`src/rtl/traffic_pkg.sv`:
```
// Shared definitions for the intersection controller: light codes,
// sensor channel indices and the default sticky/level channel mask.
package traffic_pkg;

  localparam int NUM_SNS = 5;
  localparam int LIGHT_W = 5;

  // One-hot light codes, bit order {red, yellow, green, yellow_arrow, green_arrow}
  localparam logic [LIGHT_W-1:0] LIGHT_RED    = 5'b10000;
  localparam logic [LIGHT_W-1:0] LIGHT_YELLOW = 5'b01000;
  localparam logic [LIGHT_W-1:0] LIGHT_GREEN  = 5'b00100;
  localparam logic [LIGHT_W-1:0] LIGHT_YARROW = 5'b00010;
  localparam logic [LIGHT_W-1:0] LIGHT_GARROW = 5'b00001;

  // Sensor bit positions on raw_in / sensors
  localparam int SNS_LEFT_MAIN  = 0;
  localparam int SNS_LEFT_CROSS = 1;
  localparam int SNS_TRAF_CROSS = 2;
  localparam int SNS_WALK_MAIN  = 3;
  localparam int SNS_WALK_CROSS = 4;

  // 1 = sticky request, 0 = debounced level passed straight through
  localparam logic [NUM_SNS-1:0] LATCH_MASK_DEF = 5'b11011;

  typedef logic [LIGHT_W-1:0] light_t;
  typedef logic [NUM_SNS-1:0] sns_vec_t;

endpackage

```
`src/rtl/sensor_debounce.sv`:
```
// One sensor channel: two-flop synchroniser, stable-count debouncer and a
// registered one-cycle pulse when the accepted level goes 0->1.
module sensor_debounce #(
  parameter int DEBOUNCE_CYCLES = 500000,
  parameter int CNT_W           = 20
) (
  input  logic clk,
  input  logic reset,
  input  logic i_raw,
  output logic o_db,
  output logic o_rise
);

  localparam logic [CNT_W-1:0] LAST_CNT = CNT_W'(DEBOUNCE_CYCLES - 1);

  logic             r_s1;
  logic             r_s2;
  logic             r_db;
  logic             r_rise;
  logic [CNT_W-1:0] r_cnt;

  // Synchronise the asynchronous switch into the clk domain
  always_ff @(posedge clk or posedge reset) begin
    if (reset) begin
      r_s1 <= 1'b0;
      r_s2 <= 1'b0;
    end else begin
      r_s1 <= i_raw;
      r_s2 <= r_s1;
    end
  end

  // Accept a new level only after it has disagreed with db for the full
  // window; any return to agreement restarts the count
  always_ff @(posedge clk or posedge reset) begin
    if (reset) begin
      r_db   <= 1'b0;
      r_cnt  <= '0;
      r_rise <= 1'b0;
    end else begin
      r_rise <= 1'b0;
      if (r_s2 == r_db) begin
        r_cnt <= '0;
      end else if (r_cnt == LAST_CNT) begin
        r_db   <= r_s2;
        r_cnt  <= '0;
        r_rise <= r_s2;
      end else begin
        r_cnt <= r_cnt + 1'b1;
      end
    end
  end

  assign o_db   = r_db;
  assign o_rise = r_rise;

endmodule

```
`src/rtl/sensor_request_latch.sv`:
```
// Front end for the light sequencer: debounces the five sensor switches,
// latches presses into sticky requests and drops each request once the
// sequencer's lights show it has been served.
module sensor_request_latch
  import traffic_pkg::*;
#(
  parameter int                 DEBOUNCE_CYCLES = 500000,
  parameter int                 CNT_W           = 20,
  parameter logic [NUM_SNS-1:0] LATCH_MASK      = LATCH_MASK_DEF
) (
  input  logic               clk,
  input  logic               reset,
  input  logic [NUM_SNS-1:0] raw_in,
  input  logic [LIGHT_W-1:0] main_lights,
  input  logic [LIGHT_W-1:0] cross_lights,
  output logic [NUM_SNS-1:0] sensors,
  output logic               any_req
);

  sns_vec_t w_db;
  sns_vec_t w_rise;
  sns_vec_t w_serve;
  sns_vec_t w_sens_nxt;
  sns_vec_t r_sens;
  logic     r_any;

  for (genvar g = 0; g < NUM_SNS; g++) begin : g_ch
    sensor_debounce #(
      .DEBOUNCE_CYCLES (DEBOUNCE_CYCLES),
      .CNT_W           (CNT_W)
    ) u_db (
      .clk    (clk),
      .reset  (reset),
      .i_raw  (raw_in[g]),
      .o_db   (w_db[g]),
      .o_rise (w_rise[g])
    );
  end

  // Exact-code serve decode; any other or illegal light code serves nothing
  always_comb begin
    w_serve                 = '0;
    w_serve[SNS_LEFT_MAIN]  = (main_lights  == LIGHT_GARROW);
    w_serve[SNS_LEFT_CROSS] = (cross_lights == LIGHT_GARROW);
    w_serve[SNS_TRAF_CROSS] = (cross_lights == LIGHT_GREEN);
    w_serve[SNS_WALK_MAIN]  = (main_lights  == LIGHT_GREEN);
    w_serve[SNS_WALK_CROSS] = (cross_lights == LIGHT_GREEN);
  end

  // Next request vector: sticky channels set on rise with clear winning,
  // level channels simply follow the debounced level
  always_comb begin
    w_sens_nxt = r_sens;
    for (int i = 0; i < NUM_SNS; i++) begin
      if (LATCH_MASK[i]) begin
        if (w_serve[i])     w_sens_nxt[i] = 1'b0;
        else if (w_rise[i]) w_sens_nxt[i] = 1'b1;
      end else begin
        w_sens_nxt[i] = w_db[i];
      end
    end
  end

  // Register requests and their OR together so any_req never lags sensors
  always_ff @(posedge clk or posedge reset) begin
    if (reset) begin
      r_sens <= '0;
      r_any  <= 1'b0;
    end else begin
      r_sens <= w_sens_nxt;
      r_any  <= |w_sens_nxt;
    end
  end

  assign sensors = r_sens;
  assign any_req = r_any;

endmodule
```
`config.mk`:
```
export PLATFORM = sky130hd
export DESIGN_NAME = sensor_request_latch
export DESIGN_NICKNAME = d
export VERILOG_FILES = /design/src/rtl/traffic_pkg.sv /design/src/rtl/sensor_debounce.sv /design/src/rtl/sensor_request_latch.sv
export SDC_FILE = /design/constraint.sdc
export NUM_CORES = 1
export LEC_CHECK = 0
export CELL_PAD_IN_SITES_DETAIL_PLACEMENT = 1
export CELL_PAD_IN_SITES_GLOBAL_PLACEMENT = 2
export CORE_MARGIN = 2
export CORE_UTILIZATION = 43
export DETAILED_ROUTE_END_ITERATION = 10
export PLACE_DENSITY = 0.9
export SLEW_MARGIN = 20
export SYNTH_ARGS = -nofsm -noshare
export SYNTH_HDL_FRONTEND = slang
export SYNTH_SLANG_ARGS = --single-unit
```
`constraint.sdc`:
```
create_clock -name clk -period 5.8 [get_ports clk]
set_input_delay 0.87 -clock clk [delete_from_list [all_inputs] [get_ports clk]]
set_output_delay 0.87 -clock clk [all_outputs]
set_load 0.01 [all_outputs]
```
# == Yosys cells after proc, flatten, opt, wreduce, memory -nomap -nowiden ==
# Cells that the tools add are included.
# classes
magnitude_cmp,0
mux,26
reduce_logical,6
mul,0
n_shift,0
addsub,5
n_eq_ne,14
div,0
bitwise,5
# ops
cell,n
two-way mux 20 bit,10
adder 20 x 1 -> 20 bit (second input constant),5
equality test 20 x 19 -> 1 bit (second input constant),5
two-way mux 1 bit,16
equality test 5 x 1 -> 1 bit (second input constant),2
equality test 5 x 3 -> 1 bit (second input constant),2
AND reduction 2 bit,5
equality test 1 bit,5
NOT 1 bit,5
OR reduction 5 bit,1
# word_totals
mem_bits_rw,0
output_inout_bits,6
mem_bits_ro,0
n_memories,0
regBits,125
wordCells,82
latchBits,0
input_bits,17

# == Longest topological paths before layout ==
# Gate-level depths: netlist (run 1).
# depth
word_depth,3
depth_mapped,7
mapped_depth_nobuf,5

# == By module ==
# From an unflattened synthesis (run 1), not the netlist that was laid out.
# hier_totals
cells_unflattened,595
hier_area_um2,6423.7
# modules_own_cells
module,area_per_inst_um2,n_inst,cells_per_inst,seq_area_each_um2
sensor_debounce,1234.9,5,114,600.6
sensor_request_latch,249.0,1,25,150.1

# == Worst setup path after synthesis (run 1) ==
# No wires, ideal clock.
# synth_timing
kind,register to register
start,register g_ch[3].u_db.r_cnt[0]
end,register g_ch[3].u_db.r_cnt[18]
required_time_ps,5722
synth_period_minus_slack_ps,1933
setup_ps,78
arrival_ps,1855
n_path_buf,0
stages_incl_launch_ff,6
path_slack_ps,3867
path_cell_list,dfrtp_1 > ha_1 > nand4_2 > or4_4 > or4_1 > a21oi_1
# synth_between
elab_chain_len,3
elab_cells_between_ends,4
cone_classes,add/sub (1); eq/ne (1); mux (2)
# synth_lines
element,line,rtl
"start, declared",sensor_debounce.sv:20,logic [CNT_W-1:0] r_cnt;
"start signal, assigned",sensor_debounce.sv:49,r_cnt <= r_cnt + 1'b1;
adder 20 x 1 -> 20 bit or equality test 20 x 19 -> 1 bit (tied branches),"sensor_debounce.sv:49, sensor_debounce.sv:44",
two-way mux 20 bit (*),sensor_debounce.sv:44,end else if (r_cnt == LAST_CNT) begin
two-way mux 20 bit (*),sensor_debounce.sv:42,if (r_s2 == r_db) begin
# Every way passes the cells marked *; elsewhere a longest branch is shown, timed or not.
# A chain may end at the register's enable or synchronous reset.

==> flow_metrics.env, run 1 <==
export IMPL_cts_hold_buf=0
export IMPL_area_delta_synth_final_pct=16.9
export IMPL_clock_sinks=125
export IMPL_grt_first_pass_wirelength_um=24100
export IMPL_r2r_start="g_ch[4].u_db.r_cnt[0]$_DFF_PP0_"
export IMPL_synth_seq_area_share_pct=53.3
export IMPL_nets=649
export IMPL_fill_cells=1472
export IMPL_diodes=0
export IMPL_insertion_delay_ns=0.42
export IMPL_synth_fa_ha_area_share_pct=1.07
export IMPL_rsz0062_at_grt="false"
export IMPL_most_common_layout_cells="dfrtp_1 (125), nor2_1 (98), xnor2_1 (51)"
export IMPL_skew_ns=0.00752
export IMPL_end_kind="asynchronous set/reset pin"
export IMPL_synth_edf_count=0
export IMPL_syn_area_sq_um=5870
export IMPL_portBuffers=22
export IMPL_cts_tree="yes"
export IMPL_power_total_mw=2.05
export IMPL_io_pins=23
export IMPL_fin_crit_sh_pct=38.8
export IMPL_cts_made_buffers=17
export IMPL_fp_dieH_um=121
export IMPL_die_area_sq_um=14600
export IMPL_cts_setup_buffers=0
export IMPL_synth_simple_gate_area_share_pct=25.1
export IMPL_hold_path_class="flip-flop to flip-flop"
export IMPL_gp_congestion=0.780
export IMPL_synth_avg_cell_area_sq_um=9.82
export IMPL_drt_iter0_markers=258
export IMPL_clk_pin_slew_ns=0.06
export IMPL_place_hpwl_um=9250
export IMPL_fmax_mhz=444
export IMPL_maxCapViolCount=0
export IMPL_wl_per_cell_um=17.2
export IMPL_synth_seq_cells=125
export IMPL_leakage_nw=2.68
export IMPL_antenna_found_initial=0
export IMPL_cts_resized=0
export IMPL_slew_headroom_pct=36.2
export IMPL_setup_violations_final=0
export IMPL_power_density_nw_per_um2=299
export IMPL_clockBufferDepth=2
export IMPL_cts_root_buffer="clkbuf_16"
export IMPL_drtAntennaViolNets=0
export IMPL_viasPerCell=5.52
export IMPL_min_from="g_ch[4].u_db.r_s1$_DFF_PP0_"
export IMPL_rows=42
export IMPL_hold_violations=0
export IMPL_yosys_warnings=0
export IMPL_grt_overflow=0
export IMPL_postSynthCellCount=598
export IMPL_dr_total_vias=4495
export IMPL_crit_path_start="reset"
export IMPL_final_common_cell="dfrtp_1"
export IMPL_status="finished, final reports clean"
export IMPL_wl_um=14000
export IMPL_die_w_um=121
export IMPL_drt_pass1_iter_count=4
export IMPL_synth_top_family_by_area="simple AND/OR/NAND/NOR gates"
export IMPL_synth_compound_area_share_pct=6.35
export IMPL_initial_core_util_pct=44.2
export IMPL_critPathMaxFanout=76
export IMPL_cts_htree_levels=4
export IMPL_grt_use_total_pct=21.1
export IMPL_grt_max_degree=77
export IMPL_drive_gt1_share_pct=8.29
export IMPL_ys_types=40
export IMPL_critPathArrivalTime_ns=2.74
export IMPL_finalSetupTns_ns=0
export IMPL_worstSetupPathType="input pin to asynchronous set/reset pin"
export IMPL_syn_nets=620
export IMPL_worst_pin_slew_ns=0.957
export IMPL_min_period_ns=2.25
export IMPL_coreArea_sq_um=13300
export IMPL_synth_xor_area_share_pct=10.1
export IMPL_synth_flop_cell="dfrtp_1"
export IMPL_slew_viol_final=0
export IMPL_synthMuxAreaShare_pct=0.959
export IMPL_async_flop_share_pct=100
export IMPL_critPathLaunchType="input pin"
export IMPL_drc=0
export IMPL_grt_pass1_vias=4795
export IMPL_ir_worst_vdd_mv=0.209
export IMPL_required_ns=6.29
## per-layer routing
| metal | track usage [%] | wire, um | up-vias |
|---|---|---|---|
| li1 | - | - | 2161 |
| met1 | 27.1 | 6450 | 2265 |
| met2 | 35.1 | 6990 | 53 |
| met5 | 0 | 0 | - |
| met4 | 6.47 | 201 | 0 |
| met3 | 5.17 | 372 | 16 |
## layout make-up
class / count / area, sq um / share of cell area, %
timing repair buffer: 25 / 243 / 3.54
sequential: 125 / 3130 / 45.6
clock inverter: 10 / 115 / 1.68
inverter: 32 / 123 / 1.79
clock buffer: 21 / 470 / 6.86
multi-input combinational: 426 / 2560 / 37.4
tap: 176 / 220 / 3.21
## worst paths after layout
check | slack, ns | depth (start not counted) | end
max in group clk | 3.58 | 1 | any_req
worst min-delay path | 0.35 | 0 | g_ch[4].u_db.r_s2$_DFF_PP0_
worst min register to register | 0.35 | 0 | g_ch[4].u_db.r_s2$_DFF_PP0_
worst max-delay path | 3.55 | 3 | g_ch[3].u_db.r_cnt[13]$_DFF_PP0_
worst max register to register | 3.61 | 5 | g_ch[4].u_db.r_cnt[19]$_DFF_PP0_
min in group asynchronous | 1.03 | 2 | g_ch[1].u_db.r_cnt[5]$_DFF_PP0_
## registers in the layout (all words and copies together) (netlist names)
register          flops
sensors               5
g_ch.u_db.r_s2        5
g_ch.u_db.o_rise      4
g_ch.u_db.r_cnt     100
g_ch.u_db.r_s1        5
any_req               1
g_ch.u_db.o_db        5
## cell families after synthesis
logic type / after synthesis
mux: 5
xor+xnor: 68
simple gates: 285
fa+ha+maj: 5
compound gates: 63
buf+inv: 47
flops: 125
## cell usage after synthesis (all sizes together) (16+ instances only)
library cell  number  share of area [%]
a21oi             27                2.3
dfrtp            125                 53
inv               32                2.0
nand2             30                1.9
nand3             39                3.5
nand4             23                2.6
nor2              98                6.3
nor3              22                1.9
nor4              17                1.8
or4               16                2.1
xnor2             51                7.6
xor2              17                2.5
## metrics by stage
step | hold slack, ns | area, sq um | cells | utilization (%) | setup WS, ns
CTS | 0.353 | 6860 | 815 | 51.6 | 3.41
detailed placement | 0.340 | 6270 | 784 | 47.2 | 3.03
global placement | 0.340 | 6270 | 784 | 47.2 | 3.07
floorplan | 0.331 | 5870 | 598 | - | 1.60
global route | 0.354 | 6860 | 815 | 51.6 | 3.26
finish | 0.350 | 6860 | 815 | 51.6 | 3.55
## report_power, final
group          switching (mW)  internal, mW
Clock                   0.386         0.662
Combinational          0.0592        0.0380
Sequential             0.0181         0.892
## critical path, cell delays in order
cell,delay [ns]
clkdlybuf4s50_1,0.45
inv_4,0.70
buf_4,0.67
Power figures use the tool's default switching activity.
==> run 2: changes to the inputs <==
- CORE_UTILIZATION: 43 -> 40
- PLACE_DENSITY: 0.9 -> 0.85
- clock period: 5.8 -> 2.23 ns (I/O delays scaled with it)
==> run 2 against run 1 <==
Final cell count increased by 2.5%. Sequential cell count unchanged. Clock power increased by 130%. Core utilization decreased by 3.7 points. Power increased by 140%. Via count increased by 1.4%. Setup slack got worse by 3.3 ns. Register-to-register slack got worse by 3.4 ns. Non-clock buffer count increased by 14. Wire length decreased by 2.2%. Critical endpoint is now g_ch[4].u_db.r_cnt[19]$_DFF_PP0_.
==> flow_metrics.env, run 2 (synthesized netlist as in run 1, its figures left out) <==
export IMPL_most_common_layout_cells="dfrtp_1 (125), nor2_1 (98), xnor2_1 (51)"
export IMPL_drtAntennaViolNets=0
export IMPL_hold_violations=0
export IMPL_diodes=0
export IMPL_worst_pin_slew_ns=0.520
export IMPL_cts_setup_buffers=0
export IMPL_end_kind="flip-flop"
export IMPL_rows=44
export IMPL_worstSetupPathType="flip-flop to flip-flop"
export IMPL_largest_reg_flops=100
export IMPL_insertion_delay_ns=0.42
export IMPL_hold_path_class="input pin to asynchronous set/reset pin"
export IMPL_nets=663
export IMPL_critPathMaxFanout=9
export IMPL_wl_um=13700
export IMPL_clk_pin_slew_ns=0.05
export IMPL_area_delta_synth_final_pct=17.8
export IMPL_maxCapViolCount=0
export IMPL_cts_made_buffers=17
export IMPL_crit_slowest_cell="or4_1"
export IMPL_r2r_cells=4
export IMPL_leakage_nw=2.72
export IMPL_place_hpwl_um=9440
export IMPL_fmax_mhz=501
export IMPL_cts_tree="yes"
export IMPL_cpMostUsedCell="or4_1"
export IMPL_critPathArrivalTime_ns=2.33
export IMPL_min_period_ns=2.00
export IMPL_dr_total_vias=4558
export IMPL_cts_resized=0
export IMPL_cts_root_buffer="clkbuf_16"
export IMPL_coreArea_sq_um=14400
export IMPL_final_common_cell="dfrtp_1"
export IMPL_clock_sinks=125
export IMPL_setup_ws_ns=0.232
export IMPL_fin_util_pct=48.0
export IMPL_rr_endpoint="g_ch[4].u_db.r_cnt[19]$_DFF_PP0_"
export IMPL_cts_htree_levels=4
export IMPL_gp_congestion=0.820
export IMPL_skew_ns=0.0120
export IMPL_drt_iter0_markers=176
export IMPL_cts_hold_buf=0
export IMPL_place_ws_ns=0.235
export IMPL_initial_core_util_pct=40.7
export IMPL_r2r_setup_slack_ns=0.23
export IMPL_portBuffers=22
export IMPL_finalSetupTns_ns=0
export IMPL_setup_violations_final=0
export IMPL_grt_first_pass_wirelength_um=23800
export IMPL_drt_pass1_iter_count=4
export IMPL_grt_overflow=0
export IMPL_status="finished, final reports clean"
export IMPL_top_register="g_ch.u_db.r_cnt"
export IMPL_slew_viol_final=0
export IMPL_slew_headroom_pct=65.3
export IMPL_fp_dieH_um=125
export IMPL_fill_cells=1615
export IMPL_power_density_nw_per_um2=727
export IMPL_die_area_sq_um=15700
export IMPL_grt_use_total_pct=18.7
export IMPL_drc=0
export IMPL_clockBufferDepth=2
export IMPL_worstPathCellList="nand3_1, or4_1, or4_1, a21oi_1"
export IMPL_power_total_mw=5.03
export IMPL_wl_per_cell_um=16.4
export IMPL_cp_slowest_stage_delay_ns=0.71
export IMPL_grt_max_degree=37
export IMPL_rsz0062_at_grt="false"
export IMPL_ir_worst_vdd_mv=0.534
export IMPL_fin_crit_sh_pct=89.6
export IMPL_io_pins=23
export IMPL_whs_ns=0.329
export IMPL_viasPerCell=5.46
export IMPL_grt_pass1_vias=4900
export IMPL_critPathLaunchType="flip-flop"
export IMPL_r2r_start="g_ch[4].u_db.r_cnt[2]$_DFF_PP0_"
export IMPL_required_ns=2.57
export IMPL_drive_gt1_share_pct=8.91
export IMPL_antenna_found_initial=0
export IMPL_die_w_um=125
## run 2: how the worst max path moves through the flow
stage | end | slack (ns) | cells after the start | startpoint
3_5_place_dp | g_ch[1].u_db.r_cnt[17]$_DFF_PP0_ | 0.23 | 4 | g_ch[1].u_db.r_cnt[2]$_DFF_PP0_
4_1_cts | g_ch[3].u_db.r_cnt[18]$_DFF_PP0_ | 0.20 | 5 | g_ch[3].u_db.r_cnt[0]$_DFF_PP0_
6_report | g_ch[4].u_db.r_cnt[19]$_DFF_PP0_ | 0.23 | 4 | g_ch[4].u_db.r_cnt[2]$_DFF_PP0_
2_1_floorplan | g_ch[3].u_db.r_cnt[18]$_DFF_PP0_ | 0.30 | 5 | g_ch[3].u_db.r_cnt[0]$_DFF_PP0_
3_3_place_gp | g_ch[1].u_db.r_cnt[17]$_DFF_PP0_ | 0.33 | 4 | g_ch[1].u_db.r_cnt[2]$_DFF_PP0_
5_1_grt | g_ch[0].u_db.r_cnt[17]$_DFF_PP0_ | 0.09 | 4 | g_ch[0].u_db.r_cnt[9]$_DFF_PP0_
## run 2: layout make-up
type	instances	area, sq um	share of cell area, %
Sequential cell	125	3130	45.2
Timing Repair Buffer	39	373	5.39
Clock buffer	27	493	7.13
Multi-Input combinational cell	426	2560	37.0
Inverter	32	124	1.79
Tap cell	184	230	3.33
Clock inverter	2	10.0	0.145
## run 2: stage by stage
stage / area, sq um / std cells
3_5_place_dp: 6410 / 806
2_1_floorplan: 5880 / 598
5_1_grt: 6920 / 835
3_3_place_gp: 6410 / 806
6_report: 6920 / 835
4_1_cts: 6920 / 835
## run 2: per-layer routing
metal | vias to the layer above | track usage, % | wire (um)
met5 | - | 0 | 0
met4 | 0 | 6.80 | 265
met3 | 16 | 4.49 | 344
met2 | 46 | 31.0 | 6750
met1 | 2311 | 24.1 | 6340
li1 | 2185 | - | -
## run 2: report_power, final
group,switching [mW],internal [mW]
clock,0.913,1.48
combinational,0.152,0.112
sequential,0.0467,2.32
total,1.11,3.92
## run 2: worst max-delay path, delay by kind of cell (launching register included)
family             cells  cell delay, ns
AOI/OAI and AO/OA      1            0.15
and+or+nand+nor        3            1.33
DFF                    1            0.42
